File: config.mk
export PLATFORM = sky130hd
export DESIGN_NAME = logic_cluster
export DESIGN_NICKNAME = d
export VERILOG_FILES = /design/src/rtl/logic_cluster.sv
export SDC_FILE = /design/constraint.sdc
export NUM_CORES = 1
export LEC_CHECK = 0
export CAP_MARGIN = 20
export CORE_AREA = 2 2 89 91
export CTS_CLUSTER_DIAMETER = 200
export CTS_CLUSTER_SIZE = 20
export DETAILED_ROUTE_END_ITERATION = 8
export DIE_AREA = 0 0 91 93
export PLACE_DENSITY = 0.78
export SYNTH_ARGS = -nofsm -noshare
export SYNTH_HDL_FRONTEND = slang
export SYNTH_SLANG_ARGS = --single-unit
File: constraint.sdc
create_clock -name clk -period 2.5 [get_ports clk]
set_input_delay 0.5 -clock clk [delete_from_list [all_inputs] [get_ports clk]]
set_output_delay 0.5 -clock clk [all_outputs]
set_load 0.01 [all_outputs]
File: src/rtl/logic_cluster.sv
// Cluster of N K-input basic logic elements with a serially loaded
// configuration chain and a small load sequencer gating the outputs.
module logic_cluster #(
    parameter int K = 4,
    parameter int N = 4
) (
    input  logic           clk,
    input  logic           rst,
    input  logic           cfg_en,
    input  logic           cfg_in,
    output logic           cfg_out,
    output logic           cfg_done,
    output logic           cfg_valid,
    input  logic           ce,
    input  logic [N*K-1:0] in,
    output logic [N-1:0]   out
);

    // state | meaning
    // UNCFG | after reset, no configuration seen yet, outputs forced low
    // LOAD  | shifting a configuration word, cnt = shifts taken so far
    // RUN   | configuration complete, BLEs evaluate and outputs are live

    localparam int T     = 2 ** K;
    localparam int B     = T + 3;
    localparam int CFG_W = N * B;
    localparam int CW    = $clog2(CFG_W + 1);

    typedef enum logic [1:0] {
        UNCFG = 2'd0,
        LOAD  = 2'd1,
        RUN   = 2'd2
    } state_t;

    state_t             state;
    logic [CW-1:0]      cnt;
    logic [CFG_W-1:0]   cfg_q;
    logic [CFG_W-1:0]   cfg_next;
    logic [N-1:0]       q;
    logic [N-1:0]       lut;
    logic [N-1:0]       out_c;
    logic [K-1:0]       lut_idx [N];
    logic [T-1:0]       lut_tbl [N];

    assign cfg_next = {cfg_in, cfg_q[CFG_W-1:1]};
    assign cfg_out  = cfg_q[0];
    assign out      = out_c;

    // With feedback enabled the flop output replaces LUT input 0.
    always_comb begin
        lut   = '0;
        out_c = '0;
        for (int i = 0; i < N; i++) begin
            lut_tbl[i] = cfg_q[i*B +: T];
            lut_idx[i] = in[i*K +: K];
            if (cfg_q[i*B+T+2]) begin
                lut_idx[i][0] = q[i];
            end
            lut[i]   = lut_tbl[i][lut_idx[i]];
            out_c[i] = cfg_valid & (cfg_q[i*B+T] ? q[i] : lut[i]);
        end
    end

    always_ff @(posedge clk) begin
        if (rst) begin
            state     <= UNCFG;
            cnt       <= '0;
            cfg_q     <= '0;
            q         <= '0;
            cfg_done  <= 1'b0;
            cfg_valid <= 1'b0;
        end else begin
            cfg_done <= 1'b0;
            if (cfg_en) begin
                cfg_q <= cfg_next;
            end
            case (state)
                UNCFG: begin
                    if (cfg_en) begin
                        state <= LOAD;
                        cnt   <= CW'(1);
                    end
                end
                LOAD: begin
                    if (cfg_en) begin
                        if (cnt == CW'(CFG_W - 1)) begin
                            // Flops start from the init bits of the word just completed.
                            state     <= RUN;
                            cnt       <= '0;
                            cfg_done  <= 1'b1;
                            cfg_valid <= 1'b1;
                            for (int i = 0; i < N; i++) begin
                                q[i] <= cfg_next[i*B+T+1];
                            end
                        end else begin
                            cnt <= cnt + CW'(1);
                        end
                    end
                end
                RUN: begin
                    if (cfg_en) begin
                        state     <= LOAD;
                        cnt       <= CW'(1);
                        cfg_valid <= 1'b0;
                    end else if (ce) begin
                        q <= lut;
                    end
                end
                default: begin
                    state     <= UNCFG;
                    cnt       <= '0;
                    cfg_valid <= 1'b0;
                end
            endcase
        end
    end

endmodule

### Word-level counts from Yosys, hierarchy flattened

Index checks and enable logic that the tools add are counted.

| operators by class | value |
|---|---|
| add/subtract/negate cells | 1 |
| reduce and logical (&&, ||, !) cells | 8 |
| mux-type cells | 34 |
| divide/modulo/power cells | 0 |
| $mul | 0 |
| $lt $le $gt $ge | 4 |
| bitwise gates (word level) | 7 |
| eq/ne operators | 9 |
| shifts and indexed selects | 0 |

Operators by type and width:

| kind | count |
|---|---|
| two-way mux 7 bit | 3 |
| < comparator 4 x 5 -> 1 bit (second input constant) | 4 |
| binary-select mux 1 bit (select 4 bit) | 4 |
| two-way mux 1 bit | 16 |
| two-way mux 4 bit | 4 |
| one-hot mux 7 bit (2 select lines) | 1 |
| != test 2 bit (second input constant) | 5 |
| one-hot mux 4 bit (2 select lines) | 1 |
| adder 7 x 1 -> 7 bit (second input constant) | 1 |
| equality test 7 bit (second input constant) | 1 |
| two-way mux 2 bit | 3 |
| AND reduction 5 bit | 1 |
| bitwise AND 1 bit | 4 |
| one-hot mux 2 bit (2 select lines) | 1 |
| AND reduction 4 bit | 1 |
| NOT 1 bit | 3 |
| one-hot mux 1 bit (3 select lines) | 1 |
| AND reduction 3 bit | 1 |
| OR reduction 3 bit | 1 |
| equality test 2 x 1 -> 1 bit (second input constant) | 1 |
| equality test 2 bit (second input constant) | 1 |
| logical NOT 2 bit | 1 |
| != test 2 x 1 -> 1 bit (second input constant) | 1 |
| AND reduction 2 bit | 1 |
| 2 further kinds | 2 |

| word-level totals | value |
|---|---|
| memories | 0 |
| bits in writable memories | 0 |
| flip-flop bits (word level) | 91 |
| word-level logic and storage cells | 69 |
| memory bits (read-only) | 0 |
| latch bits | 0 |
| output and inout port bits | 7 |

### Depth between registers and ports, before layout

Gate-level depths: netlist (run 1).

| depth | value |
|---|---|
| word-level depth | 6 |
| mapped depth | 7 |

### Least setup slack after synthesis (run 1)

OpenSTA, ideal clock, no wires.

| timing path | value |
|---|---|
| kind | input to output |
| start point | in in[0] |
| end point | out out[0] |
| stages on the path | 5 |
| arrival | 1.773 ns |
| setup slack | 0.227 ns |
| data required time | 2.000 ns |
| cells stage by stage | mux2i_1 -> mux4_2 -> or3b_1 -> nand4b_1 -> a21boi_1 |

| between the ends | value |
|---|---|
| word-level cells in the longest chain between the ends | 5 |

Ends and longest elaborated chain:

| what | line | text |
|---|---|---|
| from (decl) | 15 | `input logic [N*K-1:0] in,` |
| two-way mux 1 bit | 56 | `if (cfg_q[i*B+T+2]) begin` |
| binary-select mux 1 bit (select 4 bit) | 59 | `lut[i] = lut_tbl[i][lut_idx[i]];` |
| two-way mux 1 bit (implied by the code) | 59 |  |
| two-way mux 1 bit | 60 | `out_c[i] = cfg_valid & (cfg_q[i*B+T] ? q[i] : lut[i]);` |
| bitwise AND 1 bit | 60 |  |
| to (decl) | 16 | `output logic [N-1:0] out` |

No other way between the ends. The select of a mux whose other input is x is not followed.

### Worst setup path in the final report (run 1)

| timing path | value |
|---|---|
| start point | reg cfg_q[56] |
| end point | out out[2] |

| between the ends | value |
|---|---|
| word-level cells in the longest chain between the ends | 5 |

Ends and longest elaborated chain:

| what | line | text |
|---|---|---|
| from (decl) | 37 | `logic [CFG_W-1:0] cfg_q;` |
| from (signal assigned) | 75 | `cfg_q <= cfg_next;` |
| two-way mux 1 bit | 56 |  |
| binary-select mux 1 bit (select 4 bit) | 59 |  |
| two-way mux 1 bit (implied by the code) | 59 |  |
| two-way mux 1 bit | 60 |  |
| bitwise AND 1 bit | 60 |  |

No other way between the ends. The select of a mux whose other input is x is not followed.

==> results.json, run 1 <==
{
  "path_clk_slew_ns": 0.09,
  "synth-async-reset-ratio": 0,
  "worst_pin_slew_ns": 0.781,
  "grt_overflow_total": 0,
  "via_per_inst": 5.45,
  "cts_buffer_depth": 2,
  "min_period_ns": 2.53,
  "finalPower_mw": 2.67,
  "first_pass_iters": 4,
  "worstPathArrival_ns": 2.03,
  "synth_area_leader_cell": "dfxtp_1",
  "antenna_left": 0,
  "synth_flop_cell": "dfxtp_1",
  "crit_type": "register to output pin",
  "dpl_cell_area_sq_um": 4510,
  "regArea_sq_um": 1830,
  "cts_buffers": 9,
  "clk_latency_ns": 0.35,
  "yosys.area.top_type_share": 0.449,
  "syn_inst": 400,
  "finalSetupViolCount": 1,
  "gp_congestion": 0.840,
  "area_growth_syn_to_layout_pct": 18.7,
  "grt_usage": 0.205,
  "post-route-period-util": 1.01,
  "seq_area_frac_synth": 0.449,
  "final_common_cell": "nor2_1",
  "cts-root-buf": "clkbuf_8",
  "r2r_cells": 13,
  "cts_max_level": 3,
  "cp_slowest_stage_delay_ns": 0.37,
  "crit_path_cell_trace": "mux2i_4 > mux4_2 > nor3b_2 > o41ai_2 > and2_1 > buf_2",
  "core_sq_um": 7530,
  "r2r_start": "cfg_q[37]$_SDFFE_PP0P_",
  "ios": 28,
  "fin_skew_ns": 0.00700,
  "first_iter_violations": 168,
  "wl_mm": 7.88,
  "worstReg2RegEnd": "q[1]$_SDFFE_PP0P_",
  "max_freq_ghz": 0.395,
  "hpwl_mm": 5.24,
  "peakVddDrop_mv": 0.341,
  "hp-class": "register to register",
  "hold_viol": 0,
  "setup_ws_ns": -0.0319,
  "critPathCaptureType": "output pin",
  "final_cell_mix": "93 x nor2_1, 87 x dfxtp_1, 82 x mux2i_1",
  "tritoncts": "yes",
  "portBuffers": 27,
  "grt_pass1_vias": 3042,
  "die_y_microns": 93,
  "slowest_stage": "dfxtp_4",
  "die_x_microns": 91,
  "synthDistinctLibCells": 48,
  "rsz0062_at_grt": "true",
  "outcome": "finished, violations left",
  "final_cells": 552,
  "num_rows": 32,
  "power_density_nw_per_um2": 553,
  "syn_nets": 422,
  "setup_tns_ns": -0.0319,
  "min-delay-start": "cnt[5]$_SDFFE_PP0P_",
  "clkSinkCount": 91,
  "synth_seq_cells": 91,
  "wl_per_cell_microns": 14.3,
  "fillerInstances": 621,
  "grt_max_degree": 50,
  "r2r_setup_slack_ns": 0.14,
  "drc": 0,
  "min_to": "cnt[5]$_SDFFE_PP0P_",
  "worstSetupStartpointType": "register",
  "yosys_warnings": 0,
  "grt_pass1_wl_mm": 14.1,
  "fin_area_sq_um": 4820,
  "syn_area_sq_um": 4060,
  "pre_cts_ws_ns": -0.751,
  "antenna_found_initial": 0,
  "multi_input_area_sq_um": 2190,
  "slew_violations": 0,
  "die_area_sq_um": 8460,
  "min_path_cells": 2,
  "synth_edf_count": 0,
  "final_nets": 467,
  "critPathMaxFanout": 4,
  "dp_cells": 527,
  "num_vias": 3010,
  "cap_violations": 0,
  "drive_gt1_frac": 0.184,
  "violations": "setup timing",
  "synth_area_per_cell_sq_um": 10.2,
  "yosys-top-cells-area": "dfxtp_1 45%, mux2i_1 21%, nor2_1 8.6%, mux4_1 4.5%, mux4_2 2.2%",
  "start_util": 0.539,
  "diodes": 0,
  "worstPathRequired_ns": 2.00,
  "relSlewSlack": 0.480,
  "p_leak_nw": 2.03
}
==> worst max-delay path: cells and delay by family (launching register included) <==
family                 cells  cell delay, ns
AOI/OAI and AO/OA          1            0.11
muxes                      2            0.65
DFF                        1            0.37
and+or+nand+nor            2            0.41
buffers and inverters      1            0.14
==> final cells by class <==
type                            count  area share
Timing Repair Buffer               57      0.0976
Tap cell                          102      0.0265
Inverter                            2     0.00156
Multi-Input combinational cell    284       0.454
Clock inverter                      6      0.0138
Sequential cell                    91       0.380
Clock buffer                       10      0.0265
==> routing by layer <==
metal / global-route usage / up-vias / part of all wire
met5: 0 / - / 0
met4: 0.111 / 0 / 0.026
met3: 0.0330 / 18 / 0.029
met2: 0.343 / 63 / 0.48
met1: 0.253 / 1427 / 0.47
li1: - / 1502 / -
==> through the flow <==
stage	hold slack (ns)	util
after floorplan	0.450	-
after global placement	0.460	0.599
after detailed placement	0.469	0.599
after CTS	0.483	0.635
after global routing	0.511	0.640
final	0.484	0.640
==> Yosys cell counts, types with 2 or more instances <==
cell / number
buf_1: 5
or2_2: 3
nand3_1: 2
nand4_1: 5
mux4_2: 4
and2_1: 3
mux2i_1: 84
inv_1: 2
buf_2: 8
o41ai_1: 2
a311oi_1: 3
nand2b_1: 6
a22oi_1: 2
dfxtp_1: 91
clkbuf_1: 10
mux2_2: 2
o32ai_1: 2
o22ai_1: 2
a21oi_1: 4
mux4_1: 7
mux2i_2: 2
nand2_1: 15
o21ai_0: 4
xor2_1: 4
o211ai_1: 2
nand4b_1: 2
or3_1: 2
nor2b_1: 4
nor3_1: 2
nor3b_1: 5
or4_1: 2
nor2_1: 93
==> worst max path at each step <==
stage / to / cells past startpoint / startpoint / slack [ns]
after global routing: out[2] / 6 / cfg_q[56]$_SDFFE_PP0P_ / -0.09
final: out[2] / 6 / cfg_q[56]$_SDFFE_PP0P_ / -0.03
after floorplan: out[0] / 5 / in[0] / 0.23
after detailed placement: out[3] / 6 / in[13] / -0.75
after global placement: out[2] / 6 / in[9] / -0.66
after CTS: out[2] / 6 / cfg_q[56]$_SDFFE_PP0P_ / -0.008
==> report_power, final <==
| part | total [mW] | internal, mW | switching (mW) |
|---|---|---|---|
| combinational | 0.238 | 0.123 | 0.115 |
| sequential | 1.46 | 1.45 | 0.00708 |
| clock | 0.969 | 0.462 | 0.507 |
==> registers in the layout, indices dropped and copies added, names as in the netlist <==
register / flops
cfg_q: 76
cnt: 7
q: 4
state: 2
cfg_done: 1
cfg_valid: 1
==> timing repair <==
action                                  CTS  global route
gates resized for setup                  47            10
setup buffers                             8             1
hold buffers                              0             0
endpoints found under the hold margin     0             0
endpoints found under the setup margin    4             5
pin swaps                                10             4
==> kinds of logic after synthesis <==
kind of cell / Yosys count / synth area share
fa+ha+maj: 1 / 0.00308
buf+inv: 25 / 0.0256
simple gates: 149 / 0.170
xor+xnor: 4 / 0.00863
flops: 91 / 0.449
compound gates: 31 / 0.0570
mux: 99 / 0.287
Power figures use the tool's default switching activity.
==> run 2: changes to the inputs <==
- CORE_AREA: 2 2 89 91 -> 5 5 92 94
- DIE_AREA: 0 0 91 93 -> 0 0 97 99
- DONT_BUFFER_PORTS: default -> 1
- PLACE_DENSITY: 0.78 -> 0.74
==> run 2 against run 1 <==
The flow now finishes without violations. Fmax rose by 3.7%. Sequential power barely moved. Clock-buffer cell count fell by 1. First-iteration DRC count fell by 26%. Combinational power fell by 58%. Hold slack got worse by 0.29 ns. Final cell count fell by 9.4%. Critical path depth fell by 1. Setup slack improved by 0.091 ns. Global-route usage fell by 4.3 points. Sequential cell count did not move. Critical endpoint is now out[0]. Largest power group unchanged.
==> results.json, run 2 (synthesis results as in run 1) <==
{
  "clk_latency_ns": 0.35,
  "die_area_sq_um": 9600,
  "slowest_stage": "or3b_1",
  "min_period_ns": 2.44,
  "hold_viol": 0,
  "largest_reg_flops": 76,
  "start_util": 0.537,
  "cts_buffer_depth": 2,
  "finalSetupViolCount": 0,
  "wl_per_cell_microns": 15.1,
  "wl_mm": 7.54,
  "relSlewSlack": 0.700,
  "antenna_left": 0,
  "final_nets": 415,
  "hpwl_mm": 4.88,
  "num_rows": 32,
  "slew_violations": 0,
  "worst_pin_slew_ns": 0.450,
  "biggestRegsByFlops": "cfg_q (76), cnt (7), q (4)",
  "clkSinkCount": 91,
  "drc": 0,
  "cap_violations": 0,
  "worstSetupStartpointType": "register",
  "power_density_nw_per_um2": 620,
  "finalPower_mw": 2.76,
  "gp_congestion": 0.769,
  "dpl_cell_area_sq_um": 4110,
  "top_register": "cfg_q",
  "max_freq_ghz": 0.410,
  "outcome": "finished, final reports clean",
  "final_common_cell": "nor2_1",
  "die_y_microns": 99,
  "final_cell_mix": "93 x nor2_1, 87 x dfxtp_1, 83 x mux2i_1",
  "worstPathArrival_ns": 1.94,
  "fillerInstances": 653,
  "die_x_microns": 97,
  "p_leak_nw": 1.81,
  "portBuffers": 0,
  "grt_pass1_vias": 2722,
  "worstPathRequired_ns": 2.00,
  "fin_area_sq_um": 4450,
  "cts_buffers": 9,
  "cp_slowest_stage_delay_ns": 0.43,
  "fin_util": 0.587,
  "drive_gt1_frac": 0.123,
  "regArea_sq_um": 1830,
  "post-route-period-util": 0.976,
  "path_clk_slew_ns": 0.09,
  "fin_skew_ns": 0.0115,
  "critPathCaptureType": "output pin",
  "grt_pass1_wl_mm": 12.9,
  "antenna_found_initial": 0,
  "core_sq_um": 7570,
  "via_per_inst": 5.70,
  "grt_overflow_total": 0,
  "peakVddDrop_mv": 0.290,
  "critPathMaxFanout": 4,
  "first_pass_iters": 4,
  "cts-root-buf": "clkbuf_8",
  "grt_usage": 0.161,
  "crit_type": "register to output pin",
  "crit_path_cell_trace": "mux2i_2 > mux4_2 > or3b_1 > nand4b_1 > a21boi_2",
  "grt_max_degree": 91,
  "num_vias": 2848,
  "first_iter_violations": 125,
  "area_growth_syn_to_layout_pct": 9.49,
  "ios": 28,
  "tritoncts": "yes",
  "cts_max_level": 3,
  "hp-class": "primary input to register",
  "diodes": 0,
  "multi_input_area_sq_um": 2190
}
## run 2: cell types whose count changed in the layout (fill, tap and decap cells not counted), moves of 3 or more
| cell | delta |
|---|---|
| buf_2 | -5 |
| clkdlybuf4s50_1 | -10 |
| clkinvlp_4 | -3 |
| buf_4 | -26 |
| dlymetal6s2s_1 | -3 |
| dlygate4sd2_1 | -6 |
## run 2: worst paths after layout
kind	from	end	slack, ns	cells past startpoint
setup / recovery	cfg_q[18]$_SDFFE_PP0P_	out[0]	0.06	5
hold / removal	rst	cfg_q[75]$_SDFFE_PP0P_	0.20	1
setup reg to reg	cfg_q[75]$_SDFFE_PP0P_	q[3]$_SDFFE_PP0P_	0.59	5
hold reg to reg	cnt[5]$_SDFFE_PP0P_	cnt[5]$_SDFFE_PP0P_	0.49	2
## run 2: power breakdown
part	switching, mW	internal, mW	leakage (nW)
clock	0.526	0.671	0.124
combinational	0.0328	0.0677	0.951
sequential	0.00743	1.45	0.736
total	0.566	2.19	1.81
## run 2: metal layers
layer / wire, microns / vias up / global-route usage / share of wire
met4: 78 / 0 / 0.0605 / 0.010
li1: - / 1408 / - / -
met3: 362 / 7 / 0.0425 / 0.048
met1: 3540 / 1380 / 0.213 / 0.47
met2: 3550 / 53 / 0.256 / 0.47
met5: 0 / - / 0 / 0
## run 2: layout make-up
type                    instances  share of cell area
clock buffers                   9              0.0279
clock inverters                 7              0.0273
inverters                       2             0.00169
multi-input cells             284               0.493
flip-flops and latches         91               0.413
well taps                     102              0.0287
repair buffers                  5             0.00844
## run 2: worst max-delay path: cells and delay by family, from the launching register on
kind	cells	cell delay [ns]
and+or+nand+nor	2	0.57
AOI/OAI and AO/OA	1	0.09
DFF	1	0.38
muxes	2	0.55
## run 2: per-stage QoR
| step | hold WS, ns | setup TNS, ns | instances | setup slack [ns] |
|---|---|---|---|---|
| after floorplan | 0.450 | 0 | 400 | 0.227 |
| after global placement | 0.456 | 0 | 482 | 0.311 |
| after detailed placement | 0.469 | 0 | 482 | 0.276 |
| after CTS | 0.195 | 0 | 498 | 0.00935 |
| after global routing | 0.174 | -0.0198 | 500 | -0.0164 |
| final | 0.198 | 0 | 500 | 0.0596 |
## run 2: repair_timing
| item | CTS | global route |
|---|---|---|
| endpoints found under the setup margin | 3 | 4 |
| resized for setup | 5 | 18 |
| buffers inserted | 0 | 2 |
| pin swaps | 0 | 6 |
| hold buffers | 0 | 0 |
==> run 3: changes to the inputs <==
- CAP_MARGIN: 20 -> default
==> results of run 3 <==
Final layout, timing and power as in run 2 (identical DEF).
